`src/rtl/io_port_responder_if.sv`:
```
// CPU I/O bus between the execute stage (master) and the port responder (slave).
// Carries the port address, write data and strobe, read data, and the interrupt request/ack pair.
interface io_port_responder_if;
  logic [7:0] port_id;
  logic [7:0] out_port;
  logic       io_strobe;
  logic [7:0] in_port;
  logic       int_ack;
  logic       interrupt;

  modport master (
    output port_id, out_port, io_strobe, int_ack,
    input  in_port, interrupt
  );

  modport slave (
    input  port_id, out_port, io_strobe, int_ack,
    output in_port, interrupt
  );
endinterface

```
`src/rtl/io_port_responder.sv`:
```
// Peripheral-side I/O port responder: output registers, synchronized input ports, and an
// edge-triggered interrupt controller that drives the single CPU interrupt line.
module io_port_responder #(
  parameter int unsigned NUM_OUT     = 4,
  parameter int unsigned NUM_IN      = 4,
  parameter int unsigned NUM_IRQ     = 8,
  parameter int unsigned SYNC_STAGES = 2,
  parameter logic [7:0]  OUT_BASE    = 8'h40,
  parameter logic [7:0]  IN_BASE     = 8'h20,
  parameter logic [7:0]  IRQ_STAT_ID = 8'hF0,
  parameter logic [7:0]  IRQ_MASK_ID = 8'hF1,
  parameter logic [7:0]  IRQ_CLR_ID  = 8'hF2
) (
  input  logic                  clk,
  input  logic                  rst_n,
  io_port_responder_if.slave    bus,
  input  logic [8*NUM_IN-1:0]   ext_in,
  output logic [8*NUM_OUT-1:0]  ext_out,
  input  logic [NUM_IRQ-1:0]    irq_src
);

  localparam int unsigned IN_W  = 8 * NUM_IN;
  localparam int unsigned OUT_W = 8 * NUM_OUT;

  function automatic bit overlap(int unsigned a, int unsigned an, int unsigned b, int unsigned bn);
    return (a < b + bn) && (b < a + an);
  endfunction

  localparam int unsigned OB = 32'(OUT_BASE);
  localparam int unsigned IB = 32'(IN_BASE);
  localparam int unsigned SB = 32'(IRQ_STAT_ID);
  localparam int unsigned MB = 32'(IRQ_MASK_ID);
  localparam int unsigned CB = 32'(IRQ_CLR_ID);

  localparam bit IDS_OVERLAP =
      overlap(OB, NUM_OUT, IB, NUM_IN) ||
      overlap(OB, NUM_OUT, SB, 1) || overlap(OB, NUM_OUT, MB, 1) || overlap(OB, NUM_OUT, CB, 1) ||
      overlap(IB, NUM_IN, SB, 1)  || overlap(IB, NUM_IN, MB, 1)  || overlap(IB, NUM_IN, CB, 1)  ||
      overlap(SB, 1, MB, 1) || overlap(SB, 1, CB, 1) || overlap(MB, 1, CB, 1);

  localparam bit PARAMS_BAD =
      (NUM_IRQ < 1) || (NUM_IRQ > 8) || (SYNC_STAGES < 2) || (NUM_OUT < 1) || (NUM_IN < 1) ||
      (OB + NUM_OUT > 256) || (IB + NUM_IN > 256);

  if (IDS_OVERLAP) begin : g_id_overlap
    $error("io_port_responder: port ID ranges overlap");
  end
  if (PARAMS_BAD) begin : g_param_bad
    $error("io_port_responder: parameter out of range");
  end

  typedef enum logic [1:0] {ST_IDLE, ST_REQ, ST_SERV} state_e;

  logic [SYNC_STAGES-1:0][IN_W-1:0]    ext_sync_q;
  logic [SYNC_STAGES-1:0][NUM_IRQ-1:0] irq_sync_q;
  logic [SYNC_STAGES:0]                arm_q;
  logic [NUM_IRQ-1:0]                  prev_q;
  logic [NUM_IRQ-1:0]                  pending_q, pending_d;
  logic [NUM_IRQ-1:0]                  mask_q, mask_d;
  logic [OUT_W-1:0]                    out_q, out_d;
  logic [7:0]                          in_port_q, in_port_d;
  logic [NUM_IRQ-1:0]                  clr;
  logic [NUM_IRQ-1:0]                  rise;
  logic [IN_W-1:0]                     ext_synced;
  logic [NUM_IRQ-1:0]                  irq_synced;
  logic                                armed;
  logic                                req;
  state_e                              state_q;
  logic                                interrupt_q;

  assign ext_synced = ext_sync_q[SYNC_STAGES-1];
  assign irq_synced = irq_sync_q[SYNC_STAGES-1];
  // Detection arms only once the synchronizer holds real pin samples, so a source high at reset is not an edge
  assign armed      = arm_q[SYNC_STAGES];
  assign req        = |(pending_q & mask_q);

  // Bus decode: register writes, W1C, edge capture, and read-data mux
  always_comb begin
    mask_d    = mask_q;
    clr       = '0;
    out_d     = out_q;
    in_port_d = 8'h00;

    if (bus.io_strobe) begin
      if (bus.port_id == IRQ_MASK_ID) mask_d = bus.out_port[NUM_IRQ-1:0];
      if (bus.port_id == IRQ_CLR_ID)  clr    = bus.out_port[NUM_IRQ-1:0];
      for (int unsigned k = 0; k < NUM_OUT; k++) begin
        if (bus.port_id == 8'(OB + k)) out_d[8*k +: 8] = bus.out_port;
      end
    end

    rise      = armed ? (irq_synced & ~prev_q) : '0;
    pending_d = (pending_q & ~clr) | rise;

    for (int unsigned k = 0; k < NUM_IN; k++) begin
      if (bus.port_id == 8'(IB + k)) in_port_d = ext_synced[8*k +: 8];
    end
    if (bus.port_id == IRQ_STAT_ID) in_port_d = 8'(pending_q);
    if (bus.port_id == IRQ_MASK_ID) in_port_d = 8'(mask_q);
  end

  always_ff @(posedge clk or negedge rst_n) begin
    if (!rst_n) begin
      ext_sync_q <= '0;
      irq_sync_q <= '0;
      arm_q      <= '0;
      prev_q     <= '0;
      pending_q  <= '0;
      mask_q     <= '0;
      out_q      <= '0;
      in_port_q  <= 8'h00;
    end else begin
      ext_sync_q <= {ext_sync_q[SYNC_STAGES-2:0], ext_in};
      irq_sync_q <= {irq_sync_q[SYNC_STAGES-2:0], irq_src};
      arm_q      <= {arm_q[SYNC_STAGES-1:0], 1'b1};
      prev_q     <= irq_synced;
      pending_q  <= pending_d;
      mask_q     <= mask_d;
      out_q      <= out_d;
      in_port_q  <= in_port_d;
    end
  end

  // Interrupt handshake: request until acked, then hold off until software drops the request
  always_ff @(posedge clk or negedge rst_n) begin
    if (!rst_n) begin
      state_q     <= ST_IDLE;
      interrupt_q <= 1'b0;
    end else begin
      case (state_q)
        ST_IDLE: begin
          if (req) begin
            state_q     <= ST_REQ;
            interrupt_q <= 1'b1;
          end
        end
        ST_REQ: begin
          if (bus.int_ack) begin
            state_q     <= ST_SERV;
            interrupt_q <= 1'b0;
          end else if (!req) begin
            state_q     <= ST_IDLE;
            interrupt_q <= 1'b0;
          end
        end
        ST_SERV: begin
          if (!req) state_q <= ST_IDLE;
        end
        default: begin
          state_q     <= ST_IDLE;
          interrupt_q <= 1'b0;
        end
      endcase
    end
  end

  assign ext_out       = out_q;
  assign bus.in_port   = in_port_q;
  assign bus.interrupt = interrupt_q;

endmodule

```
`src/flat_wrapper.sv`:
```
// flat-port wrapper written by rule: the top's interface ports become plain ports
module io_port_responder_flat 
#(
  parameter int unsigned NUM_OUT     = 4,
  parameter int unsigned NUM_IN      = 4,
  parameter int unsigned NUM_IRQ     = 8,
  parameter int unsigned SYNC_STAGES = 2,
  parameter logic [7:0]  OUT_BASE    = 8'h40,
  parameter logic [7:0]  IN_BASE     = 8'h20,
  parameter logic [7:0]  IRQ_STAT_ID = 8'hF0,
  parameter logic [7:0]  IRQ_MASK_ID = 8'hF1,
  parameter logic [7:0]  IRQ_CLR_ID  = 8'hF2
)
  (clk, rst_n, ext_in, ext_out, irq_src, bus_port_id, bus_out_port, bus_io_strobe, bus_int_ack, bus_in_port, bus_interrupt);
  io_port_responder_if bus_i ();
  input  logic clk;
  input  logic rst_n;
  input  logic [8*NUM_IN-1:0] ext_in;
  output logic [8*NUM_OUT-1:0] ext_out;
  input  logic [NUM_IRQ-1:0] irq_src;
  input wire logic [$bits(bus_i.port_id)-1:0] bus_port_id;
  input wire logic [$bits(bus_i.out_port)-1:0] bus_out_port;
  input wire logic [$bits(bus_i.io_strobe)-1:0] bus_io_strobe;
  input wire logic [$bits(bus_i.int_ack)-1:0] bus_int_ack;
  output wire logic [$bits(bus_i.in_port)-1:0] bus_in_port;
  output wire logic [$bits(bus_i.interrupt)-1:0] bus_interrupt;
  assign bus_i.port_id = bus_port_id;
  assign bus_i.out_port = bus_out_port;
  assign bus_i.io_strobe = bus_io_strobe;
  assign bus_i.int_ack = bus_int_ack;
  assign bus_in_port = bus_i.in_port;
  assign bus_interrupt = bus_i.interrupt;
  io_port_responder #(.NUM_OUT(NUM_OUT), .NUM_IN(NUM_IN), .NUM_IRQ(NUM_IRQ), .SYNC_STAGES(SYNC_STAGES), .OUT_BASE(OUT_BASE), .IN_BASE(IN_BASE), .IRQ_STAT_ID(IRQ_STAT_ID), .IRQ_MASK_ID(IRQ_MASK_ID), .IRQ_CLR_ID(IRQ_CLR_ID)) u_core (.clk(clk), .rst_n(rst_n), .bus(bus_i), .ext_in(ext_in), .ext_out(ext_out), .irq_src(irq_src));
endmodule
```
`config.mk`:
```
export PLATFORM = sky130hd
export DESIGN_NAME = io_port_responder_flat
export DESIGN_NICKNAME = d
export VERILOG_FILES = /design/src/rtl/io_port_responder_if.sv /design/src/rtl/io_port_responder.sv /design/src/flat_wrapper.sv
export SDC_FILE = /design/constraint.sdc
export NUM_CORES = 1
export LEC_CHECK = 0
export BUFFER_PORTS_ARGS = -buffer_cell sky130_fd_sc_hd__buf_2
export CORE_MARGIN = 3
export CORE_UTILIZATION = 58
export DETAILED_ROUTE_END_ITERATION = 7
export GPL_ROUTABILITY_DRIVEN = 0
export MAX_ROUTING_LAYER = met4
export PLACE_DENSITY = 0.83
export SLEW_MARGIN = 10
export SYNTH_ARGS = -nofsm -noshare
export SYNTH_HDL_FRONTEND = slang
export SYNTH_SLANG_ARGS = --single-unit
```
`constraint.sdc`:
```
create_clock -name clk -period 3.3 [get_ports clk]
set_clock_uncertainty 0.15 [all_clocks]
set_input_delay 0.33 -clock clk [delete_from_list [all_inputs] [get_ports clk]]
set_output_delay 0.33 -clock clk [all_outputs]
set_load 0.01 [all_outputs]
```
==> flow_metrics.env <==
export IMPL_relSlewSlack_pct=29.5
export IMPL_nFillCells=460
export IMPL_hold_violations=0
export IMPL_mappedNetlistArea_mm2=0.00504
export IMPL_cap_violations=0
export IMPL_synth_area_per_cell_um2=16.4
export IMPL_netSwitchingFraction_pct=25.4
export IMPL_drv_slew=0
export IMPL_via_per_inst=5.54
export IMPL_grt_pass1_wl_mm=18.3
export IMPL_cts_buffer_depth=2
export IMPL_layout_nets=528
export IMPL_ys_seq_area_share_pct=74.4
export IMPL_worstMarginPinSlew_ns=1.05
export IMPL_comb_power_share_pct=7.3
export IMPL_worstPathCellList="buf_2, nand2b_1, o22ai_1, a221oi_1, a21oi_1"
export IMPL_clock_sinks=150
export IMPL_htreeDepth=4
export IMPL_tritoncts="built"
export IMPL_seq_area_mm2=0.00375
export IMPL_status="finished clean"
export IMPL_synthSimpleGateAreaFrac_pct=5.48
export IMPL_insertion_delay_ns=0.52
export IMPL_fp_dieH_um=99.3
export IMPL_reg2reg_depth=4
export IMPL_power_switching_mw=1.03
export IMPL_synth_xor_area_share_pct=0
export IMPL_worstPathRequired_ns=3.49
export IMPL_final_setup_viol_count=0
export IMPL_grt_max_degree=68
export IMPL_wl_per_cell_um=19.9
export IMPL_fin_total_pwr_mw=4.06
export IMPL_num_vias=3245
export IMPL_portBuffers=100
export IMPL_critical_path_arrival_ns=2.15
export IMPL_drc_errors=0
export IMPL_cts_made_buffers=17
export IMPL_synth_nets=367
export IMPL_wirelength_mm=11.7
export IMPL_setup_tns_ns=0
export IMPL_cp_max_fo=20
export IMPL_met1_length_mm=4.48
export IMPL_wl_met2_mm=6.01
export IMPL_area_delta_synth_final_pct=32.6
export IMPL_holdWs_ns=0.197
export IMPL_grt_usage_pct=25.8
export IMPL_multi_input_area_mm2=0.00119
export IMPL_synthDistinctLibCells=33
export IMPL_yosysWarnings=0
export IMPL_rsz0062_at_grt="false"
export IMPL_synth_edff_count=0
export IMPL_io_pins=101
export IMPL_min_path_cells=0
export IMPL_first_pass_iters=4
export IMPL_peakVddDrop_v=0.000432
export IMPL_cts_root_buf="clkbuf_8"
export IMPL_first_iter_violations=241
export IMPL_wl_met3_um=755
export IMPL_post_cts_buffers=0
export IMPL_antenna_found_initial=0
export IMPL_muxShareOfSynthArea_pct=12.1
export IMPL_drive_gt1_share_pct=38.5
export IMPL_start_util_pct=60.5
export IMPL_core_mm2=0.00834
export IMPL_p_int_mw=3.03
export IMPL_grt_pass1_vias=3468
export IMPL_ant_nets=0
export IMPL_row_count=33
export IMPL_design_die_area_mm2=0.00985
export IMPL_seqPwrFrac_pct=48.9
export IMPL_hp_class="register to register"
export IMPL_clk_pin_slew_ns=0.07
export IMPL_grt_overflow_total=0
export IMPL_synth_main_ff_cell="dfrtp_1"
export IMPL_powerDensity_mw_per_mm2=607
export IMPL_period_minus_slack_ns=1.96
export IMPL_max_freq_mhz=510
export IMPL_worstSetupPathType="input port to register"
export IMPL_diodes=0
export IMPL_clkPwrFrac_pct=43.8
export IMPL_p_leak_nw=3.30
export IMPL_critPathMaxStageDelay_ns=0.60
export IMPL_die_w_um=99.3
export IMPL_syn_inst=307
export IMPL_synth_compound_area_share_pct=6.03
export IMPL_crit_path_top_delay_cell="nand2b_1"
export IMPL_top_layer="met4"
export IMPL_cp_start_kind="input port"
export IMPL_async_reset_ff_share_pct=100
export IMPL_synth_top_family_by_area="multiplexers"
export IMPL_synth_seq_cells=150
export IMPL_finalCritPeriodShare_pct=59.4
export IMPL_hpwlAfterDp_mm=6.47
export IMPL_end_kind="register"
export IMPL_synth_adder_area_share_pct=0
-- flip-flops by register name, summed over array words and instances, names as in the netlist --
register              count
u_core.arm_q              3
u_core.bus.in_port        8
u_core.bus.interrupt      1
u_core.ext_out           32
u_core.ext_sync_q        32
u_core.ext_synced        32
u_core.irq_sync_q         8
u_core.irq_synced         8
u_core.mask_q             8
u_core.pending_q          8
u_core.prev_q             8
u_core.state_q            2
-- layer usage --
layer  global-route usage, %  up-vias
met4                    13.7        0
met2                    40.7      160
met5                       -        -
met1                    31.3     1636
met3                    5.82       32
li1                        -     1417
-- power groups by stage --
stage	registers, mW	logic [mW]	clock network [mW]
after floorplan	2.01	0.100	0
after global placement	2.01	0.230	0
after detailed placement	2.01	0.238	0
after CTS	1.98	0.288	1.77
after global routing	1.99	0.321	1.89
final	1.98	0.297	1.78
-- path summary, 6_finish.rpt --
| check | from | end | slack (ns) |
|---|---|---|---|
| max | bus_port_id[0] | u_core.bus.in_port[0]$_DFF_PN0_ | 1.34 |
| min | u_core.irq_sync_q[7]$_DFF_PN0_ | u_core.irq_synced[7]$_DFF_PN0_ | 0.20 |
| max reg2reg | u_core.mask_q[3]$_DFFE_PN0P_ | u_core.bus.interrupt$_DFFE_PN0P_ | 1.78 |
| min reg2reg | u_core.irq_sync_q[7]$_DFF_PN0_ | u_core.irq_synced[7]$_DFF_PN0_ | 0.20 |
| max in group asynchronous | rst_n | u_core.ext_synced[17]$_DFF_PN0_ | 1.89 |
| min in group asynchronous | rst_n | u_core.ext_out[24]$_DFFE_PN0P_ | 0.24 |
-- repair_timing --
action                                 4_1_cts  5_1_grt
resized for setup                            0        0
endpoints found under the hold margin      135        0
hold buffers                                50        0
-- layout make-up --
class,instances,share of cell area (%)
sequential,150,56.1
multi-input combinational,137,17.9
timing repair buffer,153,15.4
clock buffer,17,6.19
tap,105,1.96
clock inverter,15,1.95
inverter,9,0.505
-- worst max-delay path: cells and delay by family --
| family | cells | cell delay, ns |
|---|---|---|
| compound gates | 3 | 0.69 |
| simple gates | 1 | 0.60 |
| buf+inv | 1 | 0.52 |
-- placed cells by master, fill, tap and decap left out, types with 2 or more instances in the layout --
| cell type | count |
|---|---|
| o22ai_1 | 8 |
| dlygate4sd3_1 | 50 |
| a22oi_1 | 4 |
| inv_8 | 3 |
| clkbuf_16 | 16 |
| clkinv_4 | 2 |
| clkinv_2 | 2 |
| a21oi_1 | 9 |
| nor3_1 | 9 |
| buf_2 | 99 |
| nand2_1 | 13 |
| mux2i_1 | 16 |
| a221oi_1 | 8 |
| nand2b_1 | 2 |
| nor4_4 | 3 |
| or3_1 | 2 |
| nor3_2 | 2 |
| nor3_4 | 2 |
| nand4_1 | 2 |
| inv_1 | 9 |
| dfrtp_1 | 150 |
| a32o_1 | 7 |
| mux2_2 | 40 |
| inv_6 | 7 |
| buf_4 | 3 |
-- Yosys cell counts (3+ instances only) --
master      n  share of area (%)
dfrtp_1   150                 74
clkbuf_1    4               0.30
buf_2       3               0.30
nand2_1    13               0.97
a21oi_1     9               0.89
nor4_4      3                1.3
mux2_2     40                8.9
a22oi_1     4               0.60
nor3_1      9               0.89
o22ai_1     8               0.99
mux2i_1    16                3.2
inv_1       9               0.67
a221oi_1    8                1.4
a32o_1      7                1.4
-- metrics by stage --
stage	utilization [%]	cell area, µm²	setup WS, ns	cells
floorplan	-	5040	1.23	307
global placement	67.7	5640	1.01	504
detailed placement	67.7	5640	0.948	504
CTS	80.2	6690	1.49	586
global route	80.2	6690	1.25	586
finish	80.2	6690	1.34	586
-- cell families (layout without fill, tap and decap cells) --
| family | Yosys count | after routing |
|---|---|---|
| AO/OA/AOI/OAI | 41 | 41 |
| buffers and inverters | 20 | 194 |
| flip-flops | 150 | 150 |
| multiplexers | 56 | 56 |
| other | 1 | 1 |
| AND/OR/NAND/NOR | 39 | 39 |
Note: power is estimated with default switching activity, not from simulation.
